==> config.mk <==
export PLATFORM = sky130hd
export DESIGN_NAME = filter_glb_read_controller
export DESIGN_NICKNAME = d
export VERILOG_FILES = /design/src/rtl/filter_glb_read_pkg.sv /design/src/rtl/filter_noc_fifo.sv /design/src/rtl/filter_glb_read_controller.sv
export SDC_FILE = /design/constraint.sdc
export NUM_CORES = 1
export LEC_CHECK = 0
export BUFFER_PORTS_ARGS = -buffer_cell sky130_fd_sc_hd__buf_4
export CORE_MARGIN = 2
export CORE_UTILIZATION = 60
export CTS_CLUSTER_SIZE = 16
export DETAILED_ROUTE_END_ITERATION = 12
export GPL_ROUTABILITY_DRIVEN = 1
export PLACE_DENSITY = 0.87
export SYNTH_ARGS = -nofsm -noshare
export SYNTH_HDL_FRONTEND = slang
export SYNTH_HIERARCHICAL = 1
export SYNTH_SLANG_ARGS = --single-unit
==> constraint.sdc <==
create_clock -name clk -period 4.95 [get_ports clk]
set_clock_uncertainty 0.05 [all_clocks]
set_input_delay 0.495 -clock clk [delete_from_list [all_inputs] [get_ports clk]]
set_output_delay 0.495 -clock clk [all_outputs]
set_load 0.05 [all_outputs]
==> src/rtl/filter_glb_read_pkg.sv <==
// Shared types for the filter GLB read controller:
// controller states and the NoC FIFO entry layout.
package filter_glb_read_pkg;

  typedef enum logic [1:0] {
    IDLE,
    RUN,
    DRAIN,
    DONE
  } state_t;

  localparam int ENT_DATA_W = 16;
  localparam int ENT_ROW_W  = 4;
  localparam int ENT_COL_W  = 8;

  typedef struct packed {
    logic [ENT_DATA_W-1:0] data;
    logic [ENT_ROW_W-1:0]  row_id;
    logic [ENT_COL_W-1:0]  col_id;
  } fifo_entry_t;

endpackage

==> src/rtl/filter_noc_fifo.sv <==
// Show-ahead FIFO feeding the filter NoC; head entry is
// always visible on pop_data, occupancy exposed as count.
module filter_noc_fifo #(
  parameter  int DEPTH = 8,
  parameter  int WIDTH = 28,
  localparam int AW    = $clog2(DEPTH),
  localparam int CW    = AW + 1
) (
  input  logic             clk,
  input  logic             reset,
  input  logic             push,
  input  logic [WIDTH-1:0] push_data,
  input  logic             pop,
  output logic [WIDTH-1:0] pop_data,
  output logic             empty,
  output logic [CW-1:0]    count
);

  logic [WIDTH-1:0] mem [DEPTH];
  logic [AW-1:0]    wr_ptr;
  logic [AW-1:0]    rd_ptr;
  logic             do_pop;

  assign do_pop   = pop && !empty;
  assign empty    = (count == '0);
  assign pop_data = mem[rd_ptr];

  always_ff @(posedge clk) begin
    if (push) mem[wr_ptr] <= push_data;
  end

  always_ff @(posedge clk or negedge reset) begin
    if (!reset) begin
      wr_ptr <= '0;
      rd_ptr <= '0;
      count  <= '0;
    end else begin
      if (push)   wr_ptr <= wr_ptr + 1'b1;
      if (do_pop) rd_ptr <= rd_ptr + 1'b1;
      unique case ({push, do_pop})
        2'b10:   count <= count + 1'b1;
        2'b01:   count <= count - 1'b1;
        default: count <= count;
      endcase
    end
  end

endmodule

==> src/rtl/filter_glb_read_controller.sv <==
// Turns filter index tuples into GLB weight reads and pushes
// tagged weights to the filter NoC under a credit throttle.
module filter_glb_read_controller
  import filter_glb_read_pkg::*;
#(
  parameter int M_IDX_WIDTH = 8,
  parameter int C_IDX_WIDTH = 5,
  parameter int R_WIDTH     = 4,
  parameter int S_WIDTH     = 6,
  parameter int ADDR_WIDTH  = 16,
  parameter int DATA_WIDTH  = 16,
  parameter int FIFO_DEPTH  = 8
) (
  input  logic                   clk,
  input  logic                   reset,
  input  logic                   start,
  input  logic [C_IDX_WIDTH-1:0] C,
  input  logic [R_WIDTH-1:0]     R,
  input  logic [S_WIDTH-1:0]     S,
  input  logic [ADDR_WIDTH-1:0]  base_addr,
  input  logic                   idx_valid,
  input  logic [M_IDX_WIDTH-1:0] filter_index,
  input  logic [C_IDX_WIDTH-1:0] channel_index,
  input  logic [R_WIDTH-1:0]     row_index,
  input  logic [S_WIDTH-1:0]     col_index,
  input  logic                   gen_done,
  output logic                   await,
  output logic                   glb_rd_en,
  output logic [ADDR_WIDTH-1:0]  glb_rd_addr,
  input  logic [DATA_WIDTH-1:0]  glb_rd_data,
  output logic                   noc_valid,
  input  logic                   noc_ready,
  output logic [DATA_WIDTH-1:0]  noc_data,
  output logic [R_WIDTH-1:0]     noc_row_id,
  output logic [M_IDX_WIDTH-1:0] noc_col_id,
  output logic                   busy,
  output logic                   done
);

  localparam int CW = $clog2(FIFO_DEPTH) + 1;
  localparam int EW = $bits(fifo_entry_t);

  state_t state, state_nxt;

  logic [4:0]             vld;
  logic [M_IDX_WIDTH-1:0] fid [5];
  logic [R_WIDTH-1:0]     rid [5];
  logic [C_IDX_WIDTH-1:0] ch0;
  logic [S_WIDTH-1:0]     col0, col1, col2;
  logic [ADDR_WIDTH-1:0]  t1, t2;
  logic [2:0]             inflight;
  logic                   accept;

  fifo_entry_t   push_ent, pop_ent;
  logic          fifo_empty;
  logic [CW-1:0] fifo_count;

  assign inflight = 3'($countones(vld));
  // Credit check sees only registered state, so it never loops.
  assign await = (int'(fifo_count) + int'(inflight) >= FIFO_DEPTH)
              || (state != RUN);
  assign accept = (state == RUN) && idx_valid && !await;

  always_ff @(posedge clk or negedge reset) begin
    if (!reset) begin
      vld         <= '0;
      ch0         <= '0;
      col0        <= '0;
      col1        <= '0;
      col2        <= '0;
      t1          <= '0;
      t2          <= '0;
      glb_rd_addr <= '0;
      for (int i = 0; i < 5; i++) begin
        fid[i] <= '0;
        rid[i] <= '0;
      end
    end else begin
      vld <= {vld[3:0], accept};
      if (accept) begin
        fid[0] <= filter_index;
        rid[0] <= row_index;
        ch0    <= channel_index;
        col0   <= col_index;
      end
      if (vld[0])
        t1 <= ADDR_WIDTH'(fid[0]) * ADDR_WIDTH'(C)
            + ADDR_WIDTH'(ch0);
      if (vld[1])
        t2 <= t1 * ADDR_WIDTH'(R) + ADDR_WIDTH'(rid[1]);
      if (vld[2])
        glb_rd_addr <= base_addr + t2 * ADDR_WIDTH'(S)
                     + ADDR_WIDTH'(col2);
      col1 <= col0;
      col2 <= col1;
      for (int i = 1; i < 5; i++) begin
        fid[i] <= fid[i-1];
        rid[i] <= rid[i-1];
      end
    end
  end

  assign glb_rd_en = vld[3];

  always_comb begin
    push_ent        = '0;
    push_ent.data   = ENT_DATA_W'(glb_rd_data);
    push_ent.row_id = ENT_ROW_W'(rid[4]);
    push_ent.col_id = ENT_COL_W'(fid[4]);
  end

  filter_noc_fifo #(
    .DEPTH (FIFO_DEPTH),
    .WIDTH (EW)
  ) u_fifo (
    .clk       (clk),
    .reset     (reset),
    .push      (vld[4]),
    .push_data (push_ent),
    .pop       (noc_valid && noc_ready),
    .pop_data  (pop_ent),
    .empty     (fifo_empty),
    .count     (fifo_count)
  );

  assign noc_valid  = !fifo_empty;
  assign noc_data   = noc_valid ? DATA_WIDTH'(pop_ent.data)   : '0;
  assign noc_row_id = noc_valid ? R_WIDTH'(pop_ent.row_id)    : '0;
  assign noc_col_id = noc_valid ? M_IDX_WIDTH'(pop_ent.col_id) : '0;

  always_ff @(posedge clk or negedge reset) begin
    if (!reset) state <= IDLE;
    else        state <= state_nxt;
  end

  always_comb begin
    state_nxt = state;
    unique case (state)
      IDLE:    if (start) state_nxt = RUN;
      RUN:     if (gen_done) state_nxt = DRAIN;
      DRAIN:   if (inflight == '0 && fifo_empty) state_nxt = DONE;
      DONE:    state_nxt = IDLE;
      default: state_nxt = IDLE;
    endcase
  end

  assign busy = (state != IDLE);
  assign done = (state == DONE);

endmodule

Word-level counts from Yosys, hierarchy flattened
Memory sizes are Yosys's and may differ from the RTL's.
Index checks and enable logic that the tools add are counted.
Storage, ports and cells
  flip-flop bits (word level): 148
  bits in latches: 0
  bits in writable memories: 224
  ROM bits: 0
  input bits: 76
  output and inout port bits: 49
  logic and storage cells: 73
  memories kept: 1
Cells by class
  $add $sub $neg: 13
  multipliers: 3
  div/mod/pow operators: 0
  order comparisons: 1
  eq/ne operators: 9
  shift-type cells: 0
  multiplexer cells: 10
  bitwise logic cells: 0
  reduce and logical (&&, ||, !) cells: 14
Memory list
  u_fifo.mem: words 8, bits a word 28, rd ports 1, clocked after memory_dff 0, wr ports 1, RTL line filter_noc_fifo.sv:19  | logic [WIDTH-1:0] mem [DEPTH];
Operators by type and width (number)
  $add 16x16->16: 1
  $add 16x4->16: 1
  $add 16x6->16: 1
  $mul 16x4->16: 1
  $mul 16x6->16: 1
  $mux 16: 1
  $add 13x5->14: 1
  $mul 8x5->13: 1
  $mux 8: 1
  $pmux 2 s4: 1
  $pmux 4 s2: 1
  $add 3x1->3 const B: 2
  $eq 2x2->1 const B: 3
  $mux 2: 3
  $ne 2x2->1 const B: 3
  $add 4x3->5: 1
  $ge 5x4->1 const B: 1
  $logic_and 1x1->1: 5
  $add 1x1->2: 2
  $add 4x1->4 const B: 1
  $eq 2x1->1 const B: 2
  $logic_not 4->1: 1
  $mux 4: 1
  $reduce_bool 2->1: 2
  other kinds (10): 12

Logic depth before layout (Yosys ltp)
Gate-level depths: netlist (run 1).
  depth after elaboration: 8
  gate-level depth with buffers: 18
  gate-level depth less buffers: 18

Modules after synthesis
The synthesis (run 1) kept the hierarchy.
By module, submodules not included
  filter_glb_read_controller: instances 1, cells each 1046, area an instance 10931.7 µm², seq. area each 3403.3 µm²
  filter_noc_fifo: instances 1, cells each 388, area an instance 9031.2 µm², seq. area each 6976.7 µm²

Worst setup path after synthesis (run 1)
Ideal clock, no wire load.
  kind: input -> register
  from: in S[0]
  to: reg glb_rd_addr[13]
  library setup time: 0.139 ns
  arrival: 4.239 ns
  required time: 4.761 ns
  path slack: 0.523 ns
  stages: 16
  buffers on the path: 1
  path through: clkbuf_1 -> nand2_1 -> fa_1 -> fa_1 -> inv_1 -> fa_1 -> inv_1 -> fa_1 -> inv_1 -> ha_1 -> o21a_1 -> a2111oi_4 -> o31ai_1 -> o22ai_1 -> xor2_1 -> a21oi_1
Between the ends
  word-level cells in the longest chain between the ends: 3
Ends and longest elaborated chain
  start, declared: RTL line filter_glb_read_controller.sv:19  | input logic [S_WIDTH-1:0] S,
  $mul 16x6->16: RTL line filter_glb_read_controller.sv:92  | glb_rd_addr <= base_addr + t2 * ADDR_WIDTH'(S)
  $add 16x16->16: RTL line filter_glb_read_controller.sv:92
  $add 16x6->16: RTL line filter_glb_read_controller.sv:93  | + ADDR_WIDTH'(col2);
  end signal, assigned: RTL line filter_glb_read_controller.sv:92
  end, declared: RTL line filter_glb_read_controller.sv:29  | output logic [ADDR_WIDTH-1:0] glb_rd_addr,
Every way passes these cells.
A chain may end at the register's enable or synchronous reset.

Worst setup path after layout (run 1)
  from: reg t2[5]
  to: reg glb_rd_addr[13]
Between the ends
  word-level cells in the longest chain between the ends: 3
Ends and longest elaborated chain
  start, declared: RTL line filter_glb_read_controller.sv:50  | logic [ADDR_WIDTH-1:0] t1, t2;
  start signal, assigned: RTL line filter_glb_read_controller.sv:90  | t2 <= t1 * ADDR_WIDTH'(R) + ADDR_WIDTH'(rid[1]);
  $mul 16x6->16: RTL line filter_glb_read_controller.sv:92
  $add 16x16->16: RTL line filter_glb_read_controller.sv:92
  $add 16x6->16: RTL line filter_glb_read_controller.sv:93
Every way passes these cells.

==> flow_summary.yaml, run 1 <==
setup_path:
  regToRegStartpoint: "t2[5]$_DFFE_PN0P_"
  critPathTopFamily: "adder cells"
  cp_num_cells: 16
  crit_fanout: 7
  start_kind: "flop"
  r2r_cells: 16
  crit_buf_inv: 4
  worstPathCellList: "and2_1, fa_1, inv_1, fa_1, inv_1, fa_1, inv_1, fa_1, inv_1, ha_1, o21a_1, a2111oi_4, o31ai_1, o22ai_1, xor2_1, a21oi_1"
  cp.arrival_ns: 4.95
  slowest_delay_ns: 0.55
  critPathKind: "reg -> reg"
  r2r_end: "glb_rd_addr[13]$_DFFE_PN0P_"
  endpoint_kind: "flop"
  rrSetupSlack_ns: 0.35
  crit_required_ns: 5.30
  crit_slowest_cell: "fa_1"
grt:
  grt_pass1_vias: 12800
  antenna_found_initial: 0
  overflow: 0
  grt_max_degree: 105
  grt_pass1_wl_microns: 65400
  track_usage_pct: 23.7
yosys:
  synthesis.area_sq_um: 20000
  synth_edf_count: 224
  syn_nets: 1730
  synthFlopType: "edfxtp_1"
  synthCells: 1434
  yosysSeqAreaShare_pct: 52.0
  async_reset_ff_share_pct: 39.5
  yosysUniqueCellTypes: 64
  ys_warn_count: 6
  ys_seq_elements: 370
  avgSynthCellArea_sq_um: 13.9
placed_design:
  portBuffers: 124
  gp_congestion: 0.882
  placedCellCount: 1978
  hpwl_microns: 25700
clock_tree:
  cts_hold_buf: 0
  cts_htree_levels: 2
  clock_latency_ns: 0.54
  numCtsBuffers: 38
  root_buffer: "clkbuf_16"
  clockBufferDepth: 3
  cts_sinks: 370
  cts_resized: 0
  clk_pin_slew_ns: 0.06
  cts_setup_buffers: 0
  cts_tree: "built"
final_layout:
  mostFrequentLayoutCell: "edfxtp_1"
  regArea_sq_um: 10400
  layout_common_cells: "224 x edfxtp_1, 184 x inv_1, 143 x dfrtp_1"
  syn2layout_area_growth_pct: 13.5
  nFillCells: 2145
  antenna_cells: 0
  layoutNonFillerInstCount: 2047
  drive_above_1_share_pct: 22.2
  nets: 1872
  final_util_pct: 69.5
  multiInputGateArea_sq_um: 8740
status:
  status: "finished, final reports clean"
job:
  maxCapViolCount: 0
drt:
  wirelength_microns: 38900
  vias: 11700
  first_pass_iters: 5
  wl_per_cell_microns: 19.0
  drtIter0Drc: 839
  ant_nets: 0
  drcViolationCount: 0
  via_per_inst: 5.70
floorplanning:
  initial_utilization_pct: 61.2
  core_sq_um: 32600
  std_cell_rows: 66
  chipWidth_microns: 186
  io_pins: 125
  dieHeight_microns: 186
  die_area_sq_um: 34700
sta:
  tightest_slew_ns: 0.964
  drv_slew: 0
  fin_tns_setup_ns: 0
  max_freq_ghz: 0.217
  fin_crit_sh_pct: 93.0
  setup_viol: 0
  finalCriticalPeriod_ns: 4.60
  whs_ns: 0.0515
  final_hold_viol_count: 0
  slew_headroom_pct: 35.7
  rsz0062_at_grt: "false"
hold_path:
  hp-class: "in -> async"
==> registers in the layout, indices dropped and copies added (netlist names), 5 cells and up <==
name         cells
vld              5
t2              16
rid             16
fid             40
ch0              5
glb_rd_addr     16
t1              14
col1             6
col0             6
col2             6
u_fifo/mem     224
==> Yosys cell counts, types with 5 or more instances <==
cell | instances | area share (%)
edfxtp_1 | 224 | 34
inv_1 | 184 | 3.5
dfrtp_1 | 146 | 18
nand2_1 | 120 | 2.3
fa_1 | 116 | 12
ha_1 | 104 | 6.5
mux2_2 | 83 | 4.7
and2_1 | 80 | 2.5
mux4_2 | 56 | 6.3
nor2_1 | 38 | 0.71
nor2b_1 | 37 | 1.2
xnor2_1 | 28 | 1.2
a21oi_1 | 24 | 0.60
clkbuf_1 | 23 | 0.43
o21ai_0 | 18 | 0.45
xor2_1 | 13 | 0.57
o21a_1 | 10 | 0.38
buf_2 | 9 | 0.23
nand2b_1 | 9 | 0.28
nor3_1 | 7 | 0.18
nand3_1 | 6 | 0.15
a21o_1 | 5 | 0.19
nand3b_1 | 5 | 0.19
o2111ai_1 | 5 | 0.22
==> routing by layer <==
| layer | track usage, % | share of wire [%] | vias to the layer above |
|---|---|---|---|
| met1 | 29.8 | 39 | 6014 |
| li1 | - | - | 5251 |
| met5 | 0 | 0 | - |
| met2 | 42.4 | 53 | 327 |
| met3 | 3.44 | 4.9 | 78 |
| met4 | 7.54 | 2.6 | 0 |
==> cell type report <==
cell class / instances / area share [%]
clock buffer: 59 / 4.86
clock inverter: 10 / 0.602
inverter: 185 / 3.06
multi-input combinational: 841 / 38.5
sequential: 370 / 45.8
tap: 442 / 2.44
timing repair buffer: 140 / 4.65
==> logic make-up (layout without fill, tap and decap cells) <==
| logic type | Yosys count | in the layout | share of synthesized area, % |
|---|---|---|---|
| AOI/OAI and AO/OA | 112 | 112 | 4.11 |
| xor gates and xnor gates | 42 | 42 | 1.91 |
| adders and majority gates | 220 | 220 | 18.2 |
| buffers and inverters | 223 | 394 | 4.40 |
| DFF | 370 | 370 | 52.0 |
| muxes | 140 | 140 | 11.0 |
| and+or+nand+nor | 327 | 327 | 8.38 |
==> metrics by stage <==
stage | worst slack (ns) | cell area [sq um]
after floorplan | 0.523 | 20000
after global placement | 0.246 | 21400
after detailed placement | 0.181 | 21400
after CTS | 0.363 | 22700
after global routing | 0.113 | 22700
final | 0.345 | 22700
==> worst max-delay path by stage <==
| stage | from | to | slack, ns |
|---|---|---|---|
| 4_1_cts | t2[5]$_DFFE_PN0P_ | glb_rd_addr[13]$_DFFE_PN0P_ | 0.36 |
| 5_1_grt | t2[5]$_DFFE_PN0P_ | glb_rd_addr[13]$_DFFE_PN0P_ | 0.11 |
| 3_3_place_gp | S[0] | glb_rd_addr[13]$_DFFE_PN0P_ | 0.25 |
| 3_5_place_dp | S[0] | glb_rd_addr[13]$_DFFE_PN0P_ | 0.18 |
| 2_1_floorplan | S[0] | glb_rd_addr[13]$_DFFE_PN0P_ | 0.52 |
| 6_report | t2[5]$_DFFE_PN0P_ | glb_rd_addr[13]$_DFFE_PN0P_ | 0.35 |
Power of run 1 is left out: the tool's default activity adds up to more than one toggle a clock period on the data nets, which glitch-free logic cannot reach.
==> inputs of run 2 (changes only) <==
- ABC_AREA: default -> 1
==> run 2 against run 1 <==
Largest cell class unchanged. Final area increased by 5.8%. Critical path depth down 6. Maximum frequency grew 5.3%. Wire length is 22% higher. Register-to-register slack gained 0.34 ns. Sequential share of layout area shrank 2.5 points. Hold slack worse by 0.078 ns. Non-clock buffer count is the same. The run now ends with hold timing left. Worst setup slack gained 0.23 ns.
==> flow_summary.yaml, run 2 <==
setup_path:
  crit_slowest_cell: "dfrtp_1"
  cp_num_cells: 10
  regToRegStartpoint: "t2[5]$_DFFE_PN0P_"
  worstPathCellList: "inv_1, fa_1, inv_1, ha_1, ha_1, a21o_1, a21oi_1, nor3_2, nand2_2, buf_4"
  cp.arrival_ns: 3.83
  slowest_delay_ns: 0.59
  start_kind: "flop"
  r2r_cells: 16
  r2r_end: "glb_rd_addr[14]$_DFFE_PN0P_"
  crit_required_ns: 4.41
  critPathTopFamily: "adder cells"
  rrSetupSlack_ns: 0.69
  critPathKind: "reg -> out"
  crit_fanout: 24
  crit_buf_inv: 3
  endpoint_kind: "output port"
  crit_end: "await"
  worstSetupStartpoint: "vld[2]$_DFF_PN0_"
sta:
  tightest_slew_ns: 0.987
  setup_viol: 0
  fin_tns_setup_ns: 0
  finalCriticalPeriod_ns: 4.37
  max_freq_ghz: 0.229
  whs_ns: -0.0260
  rsz0062_at_grt: "false"
  slew_headroom_pct: 34.2
  drv_slew: 0
  final_hold_viol_count: 7
  fin_crit_sh_pct: 88.3
yosys:
  synth_top_area_share_pct: 31.3
  yosysMostFrequentCell: "nand2_1"
  synthCells: 2420
  yosysSeqAreaShare_pct: 48.3
  yosysUniqueCellTypes: 41
  syn_nets: 2716
  synth_commonest_cells: "791 x nand2_1, 434 x inv_1, 296 x nor2_1, 224 x edfxtp_1, 146 x dfrtp_1"
  synthesis.area_sq_um: 21500
  synth_edf_count: 224
  synthFlopType: "edfxtp_1"
  synth_area_leaders: "edfxtp_1 31%, dfrtp_1 17%, nand2_1 14%, fa_1 11%, inv_1 7.6%"
  ys_warn_count: 6
  ys_seq_elements: 370
  async_reset_ff_share_pct: 39.5
  synth_top_area_cell: "edfxtp_1"
  avgSynthCellArea_sq_um: 8.87
drt:
  wl_per_cell_microns: 15.7
  ant_nets: 0
  via_per_inst: 5.26
  vias: 15900
  drcViolationCount: 0
  drtIter0Drc: 1097
  first_pass_iters: 6
  wirelength_microns: 47300
grt:
  grt_max_degree: 129
  grt_pass1_vias: 16200
  overflow: 0
  grt_pass1_wl_microns: 77100
  antenna_found_initial: 0
  track_usage_pct: 26.2
final_layout:
  layout_common_cells: "791 x nand2_1, 434 x inv_1, 288 x nor2_1"
  nFillCells: 2661
  mostFrequentLayoutCell: "nand2_1"
  multiInputGateArea_sq_um: 9080
  regMostFlops: "u_fifo/mem"
  layoutNonFillerInstCount: 3015
  regArea_sq_um: 10400
  nets: 2822
  design_area_sq_um: 24000
  largest_reg_flops: 224
  syn2layout_area_growth_pct: 11.6
  reg.largest.list: "u_fifo/mem x224, fid x40"
  drive_above_1_share_pct: 8.57
  antenna_cells: 0
clock_tree:
  cts_hold_buf: 0
  clock_latency_ns: 0.55
  cts_tree: "built"
  cts_htree_levels: 2
  cts_sinks: 370
  root_buffer: "clkbuf_16"
  cts_setup_buffers: 0
  cts_resized: 0
  numCtsBuffers: 39
  clk_pin_slew_ns: 0.06
  clockBufferDepth: 3
floorplanning:
  initial_utilization_pct: 60.7
  std_cell_rows: 69
  io_pins: 125
  chipWidth_microns: 193
  core_sq_um: 35400
  die_area_sq_um: 37300
  dieHeight_microns: 193
placed_design:
  hpwl_microns: 32200
  gp_congestion: 0.903
  portBuffers: 124
  dpl_cell_area_sq_um: 22800
  placedCellCount: 2946
hold_path:
  hp-class: "in -> async"
job:
  maxCapViolCount: 0
status:
  status: "finished with violations"
  violations: "hold timing"
==> run 2: changes by cell type in the layout (fill, tap and decap cells not counted), moves of 41 or more <==
cell	delta
and2_1	-80
inv_1	+250
mux2_2	-83
mux4_2	-56
nand2_1	+671
nand3_1	+41
nor2_1	+256
==> run 2: cell type report <==
type,instances,area share (%)
multi-input cells,1536,37.9
flip-flops and latches,370,43.3
clock buffers,53,4.33
clock inverters,16,0.726
repair buffers,140,4.45
well taps,461,2.41
inverters,439,6.87
==> run 2: worst reg2reg max path, cell delays in order, from the launching register on <==
cell	delay, ns
dfrtp_1	0.47
nand2_1	0.12
inv_1	0.07
fa_1	0.50
fa_1	0.53
fa_1	0.54
inv_1	0.05
fa_1	0.53
inv_1	0.04
ha_1	0.35
a21oi_1	0.21
o21ai_0	0.17
nand2_1	0.09
nand4_1	0.10
or2_1	0.22
nand3_1	0.06
nand2_1	0.06
==> run 2: worst min-delay path by stage <==
| stage | from | endpoint | slack [ns] | cells after the start |
|---|---|---|---|---|
| after floorplan | reset | ch0[0]$_DFFE_PN0P_ | 0.15 | 0 |
| after global placement | fid[30]$_DFF_PN0_ | fid[22]$_DFF_PN0_ | 0.28 | 0 |
| after detailed placement | col1[0]$_DFF_PN0_ | col2[0]$_DFF_PN0_ | 0.28 | 0 |
| after CTS | reset | state[1]$_DFFE_PN0P_ | 0.03 | 1 |
| after global routing | reset | state[1]$_DFFE_PN0P_ | 0.07 | 1 |
| final | reset | state[1]$_DFFE_PN0P_ | -0.03 | 1 |
==> run 2: layer usage <==
| metal | GRT usage, % | part of all wire (%) | routed length (microns) |
|---|---|---|---|
| met5 | 0 | 0 | 0 |
| met2 | 46.2 | 51 | 23900 |
| met3 | 3.57 | 6.7 | 3150 |
| met1 | 32.9 | 40 | 18800 |
| met4 | 10.2 | 3.2 | 1490 |
==> run 2: stage by stage <==
step | util, % | setup WS (ns) | hold slack (ns)
floorplan | - | 0.517 | 0.149
global placement | 64.3 | 0.536 | 0.282
detailed placement | 64.3 | 0.502 | 0.285
CTS | 67.7 | 0.536 | 0.0302
global route | 67.7 | 0.341 | 0.0705
finish | 67.7 | 0.579 | -0.0260
==> run 2: kinds of logic after synthesis <==
kind of cell	share of synthesized area (%)
buffers and inverters	9.47
AND/OR/NAND/NOR	21.1
AO/OA/AOI/OAI	3.20
XOR/XNOR	1.02
flip-flops	48.3
adder cells (fa/ha/maj)	16.9
Power of run 2 is left out for the same reason.
==> inputs of run 3 (changes only) <==
- MAX_ROUTING_LAYER: default -> met4
==> run 3 against run 2 <==
The flow now finishes without violations. Non-clock buffer count is 3 higher. Die area stayed put. Worst setup slack worse by 0.0077 ns. Via count is 0.83% higher. Sequential share of layout area is 0.13 points lower. Count of clock-buffer cells in the layout is 3 lower. Highest routed layer unchanged.
==> flow_summary.yaml, run 3 (synthesis results as in run 2) <==
status:
  status: "finished, final reports clean"
drt:
  first_pass_iters: 5
  vias: 16000
  top_layer: "met4"
  drtIter0Drc: 1270
  wl_met2_microns: 23900
  wl_per_cell_microns: 15.7
  via_per_inst: 5.30
  wl_met3_microns: 3530
  wirelength_microns: 47600
  drcViolationCount: 0
  ant_nets: 0
  wl_met1_microns: 18800
clock_tree:
  clk_pin_slew_ns: 0.06
  cts_tree: "built"
  clock_latency_ns: 0.55
  root_buffer: "clkbuf_16"
  cts_htree_levels: 2
  cts_sinks: 370
  numCtsBuffers: 39
  clockBufferDepth: 3
  cts_setup_buffers: 0
floorplanning:
  io_pins: 125
  dieHeight_microns: 193
  initial_utilization_pct: 60.7
  std_cell_rows: 69
  core_sq_um: 35400
  die_area_sq_um: 37300
  chipWidth_microns: 193
sta:
  fin_crit_sh_pct: 88.5
  max_freq_ghz: 0.228
  rsz0062_at_grt: "false"
  tightest_slew_ns: 0.848
  fin_tns_setup_ns: 0
  drv_slew: 0
  finalCriticalPeriod_ns: 4.38
  final_hold_viol_count: 0
  slew_headroom_pct: 43.4
  setup_viol: 0
final_layout:
  nFillCells: 2635
  multiInputGateArea_sq_um: 9080
  reg.largest.list: "u_fifo/mem x224, fid x40"
  antenna_cells: 0
  regArea_sq_um: 10400
  drive_above_1_share_pct: 8.99
  syn2layout_area_growth_pct: 12.0
  layout_common_cells: "791 x nand2_1, 434 x inv_1, 288 x nor2_1"
  mostFrequentLayoutCell: "nand2_1"
  regMostFlops: "u_fifo/mem"
  largest_reg_flops: 224
  nets: 2825
setup_path:
  crit_fanout: 24
  cp.arrival_ns: 3.83
  start_kind: "flop"
  crit_required_ns: 4.41
  endpoint_kind: "output port"
  critPathKind: "reg -> out"
hold_path:
  hp-class: "in -> reg"
grt:
  grt_pass1_vias: 16200
  grt_pass1_wl_microns: 77800
  grt_max_degree: 145
  overflow: 0
  antenna_found_initial: 0
  track_usage_pct: 27.4
placed_design:
  hpwl_microns: 32400
  gp_congestion: 0.922
  portBuffers: 124
job:
  maxCapViolCount: 0
## run 3: what timing repair did
action	4_1_cts	5_1_grt
endpoints found under the hold margin	54	0
hold buffers	1	0
gates resized for setup	0	0
## run 3: path summary, 6_finish.rpt
path / start / to / slack, ns / depth (start not counted)
max: vld[2]$_DFF_PN0_ / await / 0.57 / 10
min reg2reg: fid[15]$_DFF_PN0_ / fid[7]$_DFF_PN0_ / 0.29 / 0
min in group asynchronous: reset / state[1]$_DFFE_PN0P_ / 0.42 / 2
max in group asynchronous: reset / fid[37]$_DFFE_PN0P_ / 3.33 / 3
max reg2reg: t2[8]$_DFFE_PN0P_ / glb_rd_addr[11]$_DFFE_PN0P_ / 0.67 / 16
min: filter_index[0] / fid[32]$_DFFE_PN0P_ / 0.1 / 3
## run 3: cell type report
type	count	area share [%]
Timing Repair Buffer	143	4.54
Clock inverter	21	0.843
Sequential cell	370	43.2
Inverter	439	6.85
Tap cell	461	2.40
Multi-Input combinational cell	1536	37.8
Clock buffer	50	4.40
## run 3: routing by layer
| layer | global-route usage (%) | vias to the layer above |
|---|---|---|
| met3 | 4.04 | 116 |
| met2 | 46.8 | 615 |
| li1 | - | 7577 |
| met5 | - | - |
| met4 | 9.35 | 0 |
| met1 | 33.5 | 7687 |
## run 3: per-stage QoR
step / hold slack, ns / setup WS, ns / utilization [%] / cell area (sq um) / cells
CTS: 0.0764 / 0.560 / 67.9 / 24000 / 3020
floorplan: 0.149 / 0.517 / - / 21500 / 2420
detailed placement: 0.286 / 0.475 / 64.3 / 22800 / 2948
finish: 0.0963 / 0.571 / 67.9 / 24000 / 3020
global route: 0.0964 / 0.344 / 67.9 / 24000 / 3020
global placement: 0.281 / 0.520 / 64.3 / 22800 / 2948
## run 3: critical path, cell delays in order (launching register included)
cell and delay [ns]:
dfrtp_1 0.62, inv_1 0.44, fa_1 0.52, inv_1 0.06, ha_1 0.26, ha_1 0.29, a21o_1 0.17, a21oi_1 0.16
nor3_2 0.06, nand2_2 0.39, buf_4 0.30
Power of run 3 is left out for the same reason.
